==> src/rtl/my_full_ip_v1_0.sv <==
// AXI4 full slave fronting a small word-addressed memory; one burst in flight at a time.
// Supports FIXED/INCR/WRAP bursts with byte strobes and combinational read data.
module my_full_ip_v1_0 #(
    parameter int C_S00_AXI_ID_WIDTH     = 4,
    parameter int C_S00_AXI_DATA_WIDTH   = 32,
    parameter int C_S00_AXI_ADDR_WIDTH   = 32,
    parameter int C_MEM_WORDS            = 64,
    parameter int C_S00_AXI_AWUSER_WIDTH = 1,
    parameter int C_S00_AXI_ARUSER_WIDTH = 1,
    parameter int C_S00_AXI_WUSER_WIDTH  = 1,
    parameter int C_S00_AXI_RUSER_WIDTH  = 1,
    parameter int C_S00_AXI_BUSER_WIDTH  = 1
) (
    input  logic                                s00_axi_aclk,
    input  logic                                s00_axi_areset,
    input  logic [C_S00_AXI_ID_WIDTH-1:0]       s00_axi_awid,
    input  logic [C_S00_AXI_ADDR_WIDTH-1:0]     s00_axi_awaddr,
    input  logic [7:0]                          s00_axi_awlen,
    input  logic [2:0]                          s00_axi_awsize,
    input  logic [1:0]                          s00_axi_awburst,
    input  logic [1:0]                          s00_axi_awlock,
    input  logic [3:0]                          s00_axi_awcache,
    input  logic [2:0]                          s00_axi_awprot,
    input  logic [3:0]                          s00_axi_awqos,
    input  logic [3:0]                          s00_axi_awregion,
    input  logic [C_S00_AXI_AWUSER_WIDTH-1:0]   s00_axi_awuser,
    input  logic                                s00_axi_awvalid,
    output logic                                s00_axi_awready,
    input  logic [C_S00_AXI_DATA_WIDTH-1:0]     s00_axi_wdata,
    input  logic [C_S00_AXI_DATA_WIDTH/8-1:0]   s00_axi_wstrb,
    input  logic                                s00_axi_wlast,
    input  logic [C_S00_AXI_WUSER_WIDTH-1:0]    s00_axi_wuser,
    input  logic                                s00_axi_wvalid,
    output logic                                s00_axi_wready,
    output logic [C_S00_AXI_ID_WIDTH-1:0]       s00_axi_bid,
    output logic [1:0]                          s00_axi_bresp,
    output logic [C_S00_AXI_BUSER_WIDTH-1:0]    s00_axi_buser,
    output logic                                s00_axi_bvalid,
    input  logic                                s00_axi_bready,
    input  logic [C_S00_AXI_ID_WIDTH-1:0]       s00_axi_arid,
    input  logic [C_S00_AXI_ADDR_WIDTH-1:0]     s00_axi_araddr,
    input  logic [7:0]                          s00_axi_arlen,
    input  logic [2:0]                          s00_axi_arsize,
    input  logic [1:0]                          s00_axi_arburst,
    input  logic [1:0]                          s00_axi_arlock,
    input  logic [3:0]                          s00_axi_arcache,
    input  logic [2:0]                          s00_axi_arprot,
    input  logic [3:0]                          s00_axi_arqos,
    input  logic [3:0]                          s00_axi_arregion,
    input  logic [C_S00_AXI_ARUSER_WIDTH-1:0]   s00_axi_aruser,
    input  logic                                s00_axi_arvalid,
    output logic                                s00_axi_arready,
    output logic [C_S00_AXI_ID_WIDTH-1:0]       s00_axi_rid,
    output logic [C_S00_AXI_DATA_WIDTH-1:0]     s00_axi_rdata,
    output logic [1:0]                          s00_axi_rresp,
    output logic                                s00_axi_rlast,
    output logic [C_S00_AXI_RUSER_WIDTH-1:0]    s00_axi_ruser,
    output logic                                s00_axi_rvalid,
    input  logic                                s00_axi_rready,
    output logic [1:0]                          dbg_state_o
);

    localparam int IDX_W = $clog2(C_MEM_WORDS);

    typedef enum logic [1:0] {S_IDLE = 2'd0, S_WRITE = 2'd1, S_WRESP = 2'd2, S_READ = 2'd3} state_e;

    state_e                          state_q, state_d;
    logic [C_S00_AXI_ID_WIDTH-1:0]   id_q;
    logic [C_S00_AXI_ADDR_WIDTH-1:0] addr_q;
    logic [7:0]                      len_q;
    logic [1:0]                      burst_q;
    logic [7:0]                      cnt_q;

    logic [31:0]                     mem_q [C_MEM_WORDS];

    logic [IDX_W-1:0]                idx;
    logic                            last_beat;
    logic                            aw_hs, ar_hs, w_hs, r_hs;
    logic [C_S00_AXI_ADDR_WIDTH-1:0] addr_inc, wrap_mask, addr_next;

    // Handshakes: a transfer happens on a rising edge where valid and ready are both 1.
    // Ready/valid outputs here are combinational from state so no input is ever dropped.
    assign aw_hs     = s00_axi_awvalid && s00_axi_awready;
    assign ar_hs     = s00_axi_arvalid && s00_axi_arready;
    assign w_hs      = s00_axi_wvalid  && s00_axi_wready;
    assign r_hs      = s00_axi_rvalid  && s00_axi_rready;

    assign idx       = addr_q[IDX_W+1:2];
    assign last_beat = (cnt_q == len_q);
    assign dbg_state_o = state_q;

    // WRAP window is (len+1)*4 bytes; legal wrap lengths make this a power of two.
    always_comb begin
        addr_inc  = addr_q + C_S00_AXI_ADDR_WIDTH'(4);
        wrap_mask = C_S00_AXI_ADDR_WIDTH'({len_q, 2'b11});
        case (burst_q)
            2'b00:   addr_next = addr_q;
            2'b10:   addr_next = (addr_q & ~wrap_mask) | (addr_inc & wrap_mask);
            default: addr_next = addr_inc;
        endcase
    end

    always_ff @(posedge s00_axi_aclk) begin
        if (s00_axi_areset) state_q <= S_IDLE;
        else                state_q <= state_d;
    end

    always_comb begin
        state_d = state_q;
        case (state_q)
            S_IDLE: begin
                if (aw_hs)      state_d = S_WRITE;
                else if (ar_hs) state_d = S_READ;
            end
            S_WRITE: if (w_hs && (last_beat || s00_axi_wlast)) state_d = S_WRESP;
            S_WRESP: if (s00_axi_bready) state_d = S_IDLE;
            S_READ:  if (r_hs && last_beat) state_d = S_IDLE;
            default: state_d = S_IDLE;
        endcase
    end

    always_comb begin
        s00_axi_awready = 1'b0;
        s00_axi_arready = 1'b0;
        s00_axi_wready  = 1'b0;
        s00_axi_bvalid  = 1'b0;
        s00_axi_bid     = '0;
        s00_axi_rvalid  = 1'b0;
        s00_axi_rid     = '0;
        s00_axi_rdata   = '0;
        s00_axi_rlast   = 1'b0;
        if (!s00_axi_areset) begin
            case (state_q)
                S_IDLE: begin
                    s00_axi_awready = s00_axi_awvalid;
                    s00_axi_arready = !s00_axi_awvalid && s00_axi_arvalid;
                end
                S_WRITE: s00_axi_wready = 1'b1;
                S_WRESP: begin
                    s00_axi_bvalid = 1'b1;
                    s00_axi_bid    = id_q;
                end
                S_READ: begin
                    s00_axi_rvalid = 1'b1;
                    s00_axi_rid    = id_q;
                    s00_axi_rdata  = C_S00_AXI_DATA_WIDTH'(mem_q[idx]);
                    s00_axi_rlast  = last_beat;
                end
                default: ;
            endcase
        end
    end

    assign s00_axi_bresp = 2'b00;
    assign s00_axi_rresp = 2'b00;
    assign s00_axi_buser = '0;
    assign s00_axi_ruser = '0;

    always_ff @(posedge s00_axi_aclk) begin
        if (s00_axi_areset) begin
            id_q    <= '0;
            addr_q  <= '0;
            len_q   <= '0;
            burst_q <= '0;
            cnt_q   <= '0;
        end else if (aw_hs) begin
            id_q    <= s00_axi_awid;
            addr_q  <= s00_axi_awaddr;
            len_q   <= s00_axi_awlen;
            burst_q <= s00_axi_awburst;
            cnt_q   <= '0;
        end else if (ar_hs) begin
            id_q    <= s00_axi_arid;
            addr_q  <= s00_axi_araddr;
            len_q   <= s00_axi_arlen;
            burst_q <= s00_axi_arburst;
            cnt_q   <= '0;
        end else if (w_hs || r_hs) begin
            addr_q  <= addr_next;
            cnt_q   <= cnt_q + 8'd1;
        end
    end

    // Memory contents survive reset on purpose.
    always_ff @(posedge s00_axi_aclk) begin
        if (w_hs) begin
            for (int b = 0; b < 4; b++) begin
                if (s00_axi_wstrb[b]) mem_q[idx][b*8 +: 8] <= s00_axi_wdata[b*8 +: 8];
            end
        end
    end

    logic unused_inputs;
    assign unused_inputs = ^{s00_axi_awsize, s00_axi_awlock, s00_axi_awcache, s00_axi_awprot,
                             s00_axi_awqos, s00_axi_awregion, s00_axi_awuser, s00_axi_wuser,
                             s00_axi_arsize, s00_axi_arlock, s00_axi_arcache, s00_axi_arprot,
                             s00_axi_arqos, s00_axi_arregion, s00_axi_aruser};

endmodule

==> config.mk <==
export PLATFORM = sky130hd
export DESIGN_NAME = my_full_ip_v1_0
export DESIGN_NICKNAME = d
export VERILOG_FILES = /design/src/rtl/my_full_ip_v1_0.sv
export SDC_FILE = /design/constraint.sdc
export NUM_CORES = 2
export LEC_CHECK = 0
export ABC_AREA = 1
export CAP_MARGIN = 20
export CORE_MARGIN = 10
export CORE_UTILIZATION = 35
export CTS_CLUSTER_DIAMETER = 80
export DETAILED_ROUTE_END_ITERATION = 7
export SETUP_SLACK_MARGIN = 0.4
export SLEW_MARGIN = 20
export SYNTH_ARGS = -nofsm -noshare
export SYNTH_HDL_FRONTEND = slang
export SYNTH_SLANG_ARGS = --single-unit
==> constraint.sdc <==
create_clock -name s00_axi_aclk -period 2.5 [get_ports s00_axi_aclk]
set_input_delay 0.5 -clock s00_axi_aclk [delete_from_list [all_inputs] [get_ports s00_axi_aclk]]
set_output_delay 0.5 -clock s00_axi_aclk [all_outputs]
set_load 0.1 [all_outputs]
# Word level (Yosys, flattened, before mapping)
# Memory sizes are Yosys's and may differ from the RTL's. A register that Yosys moved wholly into a read port is not among the register bits.
# Index checks and enable logic that the tools add are counted.
# word_totals
ram_bits	2048
in_bits	179
regBits	56
output_inout_bits	54
memories	1
# classes
reduce_logical	17
eq_ne	10
n_mux	48
n_bitwise	4
addsub	2
# memory_table
name	depth	width	read_ports	rd_ports_with_merged_regs	wr	line_no	source
mem_q	64	32	1	1	1	74	logic [31:0] mem_q [C_MEM_WORDS];
# ops
op	count
$mux W32	5
$pmux W32 S2	1
$add A32 B3 Y32 const B	1
$and A32 B10 Y32	1
$and A32 B32 Y32	1
$not A10 Y32	1
$or A32 B32 Y32	1
$mux W1	24
$mux W4	6
$mux W8	2
$mux W2	7
$mux W6	2
$add A8 B1 Y8 const B	1
$eq A8 B8 Y1	1
$pmux W2 S4	1
$logic_and A1 B1 Y1	7
$eq A2 B2 Y1 const B	3
$ne A2 B2 Y1 const B	3
$ne A3 B3 Y1 const B	2
$logic_not A2 Y1	2
$reduce_and A4 Y1	1
$reduce_bool A3 Y1	1
$reduce_or A3 Y1	1
$eq A2 B1 Y1 const B	1
4 further kinds	5

# Logic depth before layout (Yosys ltp)
# logic_depth
word_depth	10
depth_mapped	14
depth_no_buf	12

# Worst setup path before layout
# OpenSTA, ideal clock, no wires.
# synth_timing
path_kind	register to output
from	register state_q[1], in the netlist dbg_state_o[1]
to	output port s00_axi_rdata[16]
arrival_ns	3.376
t_required_ns	2.000
path_slack_ns	-1.376
stages_incl_launch_ff	7
cell_sequence	dfxtp_1 nand2_1 nor2_1 buf_2 buf_2 nand2_1 nor2_1
# synth_via
elab_chain_len	3
# synth_lines
item	line_no	source
from (decl)	67	state_e state_q, state_d;
from (signal assigned)	105	else state_q <= state_d;
$eq A2 B2 Y1	133	case (state_q)
$mux W32	133	
$mux W32	132	if (!s00_axi_areset) begin
to (decl)	54	output logic [C_S00_AXI_DATA_WIDTH-1:0] s00_axi_rdata,
# Every way passes these cells.

==> run_results.csv <==
group,metric,value,unit
timing,period_share,149,%
grt,grt_max_degree,65,
synthesis,synth_top_cells_by_count,"edfxtp_1 (2048), nand2_1 (1891), nand3_1 (1378), nor2_1 (689), o21ai_0 (319)",
layout,fin_cells,11403,
synthesis,synth_edf_count,2048,
placement,globalplace.congestion,0.895,
routing,drc,0,
die,start_util,35.3,%
pwr,p_leak,38.8,nW
grt,grt_remaining_overflow,0,
routing,ant_nets,0,
run,cap_violations,0,
grt,grt_pass1_vias,58021,
timing,setup_ws,-1230,ps
layout,syn_to_final_growth,28.8,%
layout,ff_latch_area,62300,um2
cts,clk_latency,860,ps
placement,io_buffers,131,
layout,utilization,45.4,%
timing,drv_slew,0,
timing,finClkSkew,47.5,ps
critical_path,path_class,"reg -> out",
grt,grt_pass1_wl,391,mm
synthesis,postSynthAreaPerCell,11.8,um2
critical_path,crit_path_end_kind,"output port",
synthesis,synthTopCellsByArea,"edfxtp_1 (72%), nand2_1 (8.3%), nand3_1 (8.1%)",
synthesis,synth.distinct_cells,38,
layout,fill_cells,21177,
timing,rsz0062_at_grt,"yes",
timing,setup-tns-final,-36830,ps
timing,relSlewSlack,26.3,%
cts,cts_tree,"done",
die,io_pins,233,
synthesis,yosysMostFrequentCell,"edfxtp_1",
critical_path,arrival,3230,ps
grt,antenna_found_initial,28,
die,dieArea,263000,um2
layout,layout.nets,8207,
routing,drt_iter0_markers,8029,
timing,worst_pin_slew,1110,ps
synthesis,synthCells,7195,
cts,clockBufferDepth,3,
die,rows,180,
timing,holdWs,86.5,ps
cts,cts_root_buf,"clkbuf_16",
layout,multiInputGateArea,22400,um2
synthesis,ys_async_sr_fraction,0,%
routing,wl_per_cell,24.4,um
timing,hold_viol,0,
synthesis,synth_seq_cells,2084,
pwr,powerDensity,854,nW/um2
critical_path,worstSetupStartpointType,"flip-flop",
synthesis,yosysSeqAreaShare,73.1,%
placement,dp_cells,10817,
die,die_w,513,um
timing,setup_violations,38,
routing,vias_per_cell,5.39,
cts,numCtsBuffers,212,
pwr,peakVddDrop,779,uV
synthesis,ys.flop_type,"edfxtp_1",
worst_hold_path,hold_path.class,"in -> reg",
cts,clock-sinks,2084,
critical_path,worstPathRequired,2000,ps
routing,vias,61505,
synthesis,syn_area,85100,um2
synthesis,yosys.area.top_type,"edfxtp_1",
timing,fin_crit,3730,ps
routing,wl,278,mm
grt,grt.total_usage,19.6,%
layout,drive_above_1_share,22.6,%
pwr,p_total,0.0936,W
synthesis,synth_warnings,0,
cts,path_clk_slew,60,ps
routing,dr.pass1.iters,8,
synthesis,synth_top_area_share,72.3,%
die,core,241000,um2
timing,max_freq,0.268,GHz
outcome,violations,"setup timing",
cts,htreeDepth,4,
critical_path,cp_max_fo,16,
outcome,status,"finished, violations left",
placement,dp_hpwl,169,mm
die,die_y,513,um
==> sequential cells by signal (all words and copies together), names as in the netlist, named ones only <==
register,count
addr_q,6
burst_q,2
cnt_q,8
dbg_state_o,2
id_q,4
len_q,8
mem_q,2048
==> layout by cell type, fill, tap and decap left out, drive strengths merged, types with 12 or more instances in the layout <==
cell type / n
edfxtp: 2048
nand2: 1892
nand3: 1379
buf: 1000
nor2: 690
o21ai: 347
clkbuf: 309
o22ai: 162
clkinv: 93
a21oi: 59
inv: 53
clkdlybuf4s50: 51
dfxtp: 36
bufinv: 23
nor3: 15
diode: 12
==> path summary, 6_finish.rpt <==
kind	start	end	slack, ps	cells past startpoint
setup / recovery	flip-flop	s00_axi_rdata[9]	-1230	15
hold / removal	s00_axi_wdata[27]	mem_q[46][27]$_DFFE_PP_	90	1
setup reg to reg	addr_q[4]$_SDFFE_PP0N_	mem_q[29][24]$_DFFE_PP_	180	6
hold reg to reg	len_q[6]$_SDFFE_PP0P_	len_q[6]$_SDFFE_PP0P_	480	2
==> where the power goes <==
group | switching (W) | leakage (nW) | internal [W]
combinational | 0.0140 | 16.7 | 0.00905
sequential | 0.000156 | 18.7 | 0.0385
clock | 0.0136 | 3.37 | 0.0183
total | 0.0278 | 38.8 | 0.0658
==> area by class of cell <==
| cell class | instances | area share (%) |
|---|---|---|
| sequential | 2084 | 56.8 |
| inverter | 49 | 0.245 |
| clock buffer | 271 | 5.12 |
| tap | 3185 | 3.64 |
| multi-input combinational | 4577 | 20.4 |
| clock inverter | 123 | 1.21 |
| timing repair buffer | 1097 | 12.5 |
| timing repair inverter | 5 | 0.0913 |
| antenna | 12 | 0.0274 |
==> cell families after synthesis <==
| kind of cell | synth area share, % |
|---|---|
| simple gates | 19.7 |
| compound gates | 3.69 |
| flops | 73.1 |
| other cells | 0.00441 |
| fa+ha+maj | 0.0294 |
| xor+xnor | 0.0721 |
| buf+inv | 3.40 |
==> critical path, stage by stage (launching register included) <==
cell	delay, ps
dfxtp_4	370
buf_12	230
clkinv_16	140
buf_16	180
buf_12	130
buf_16	150
o21ai_2	120
o22ai_1	80
nand2_1	130
nand3_2	100
nand3_1	100
nand2_1	70
nor2_2	160
nor2_4	50
buf_4	150
buf_12	160
==> through the flow <==
step	area, um2	worst slack, ps
3_5_place_dp	96700	-695
4_1_cts	106000	-1280
5_1_grt	110000	-1260
6_report	110000	-1230
3_3_place_gp	96700	-661
2_1_floorplan	85500	-381
==> metal layers <==
| layer | share of wire (%) | up-vias | wire length, um | GRT usage (%) |
|---|---|---|---|---|
| met4 | 4.1 | 14 | 11400 | 8.00 |
| met3 | 9.8 | 533 | 27300 | 4.31 |
| li1 | - | 27331 | - | - |
| met2 | 46 | 3116 | 128000 | 30.7 |
| met1 | 40 | 30511 | 112000 | 26.5 |
| met5 | 0.036 | - | 99 | 0 |
==> timing repair <==
item	4_1_cts	5_1_grt
cloned	29	44
endpoints found under the setup margin	1159	2088
hold buffers	0	0
setup buffers	55	52
pin swaps	39	130
gates resized for setup	382	433
Power figures use the tool's default switching activity.
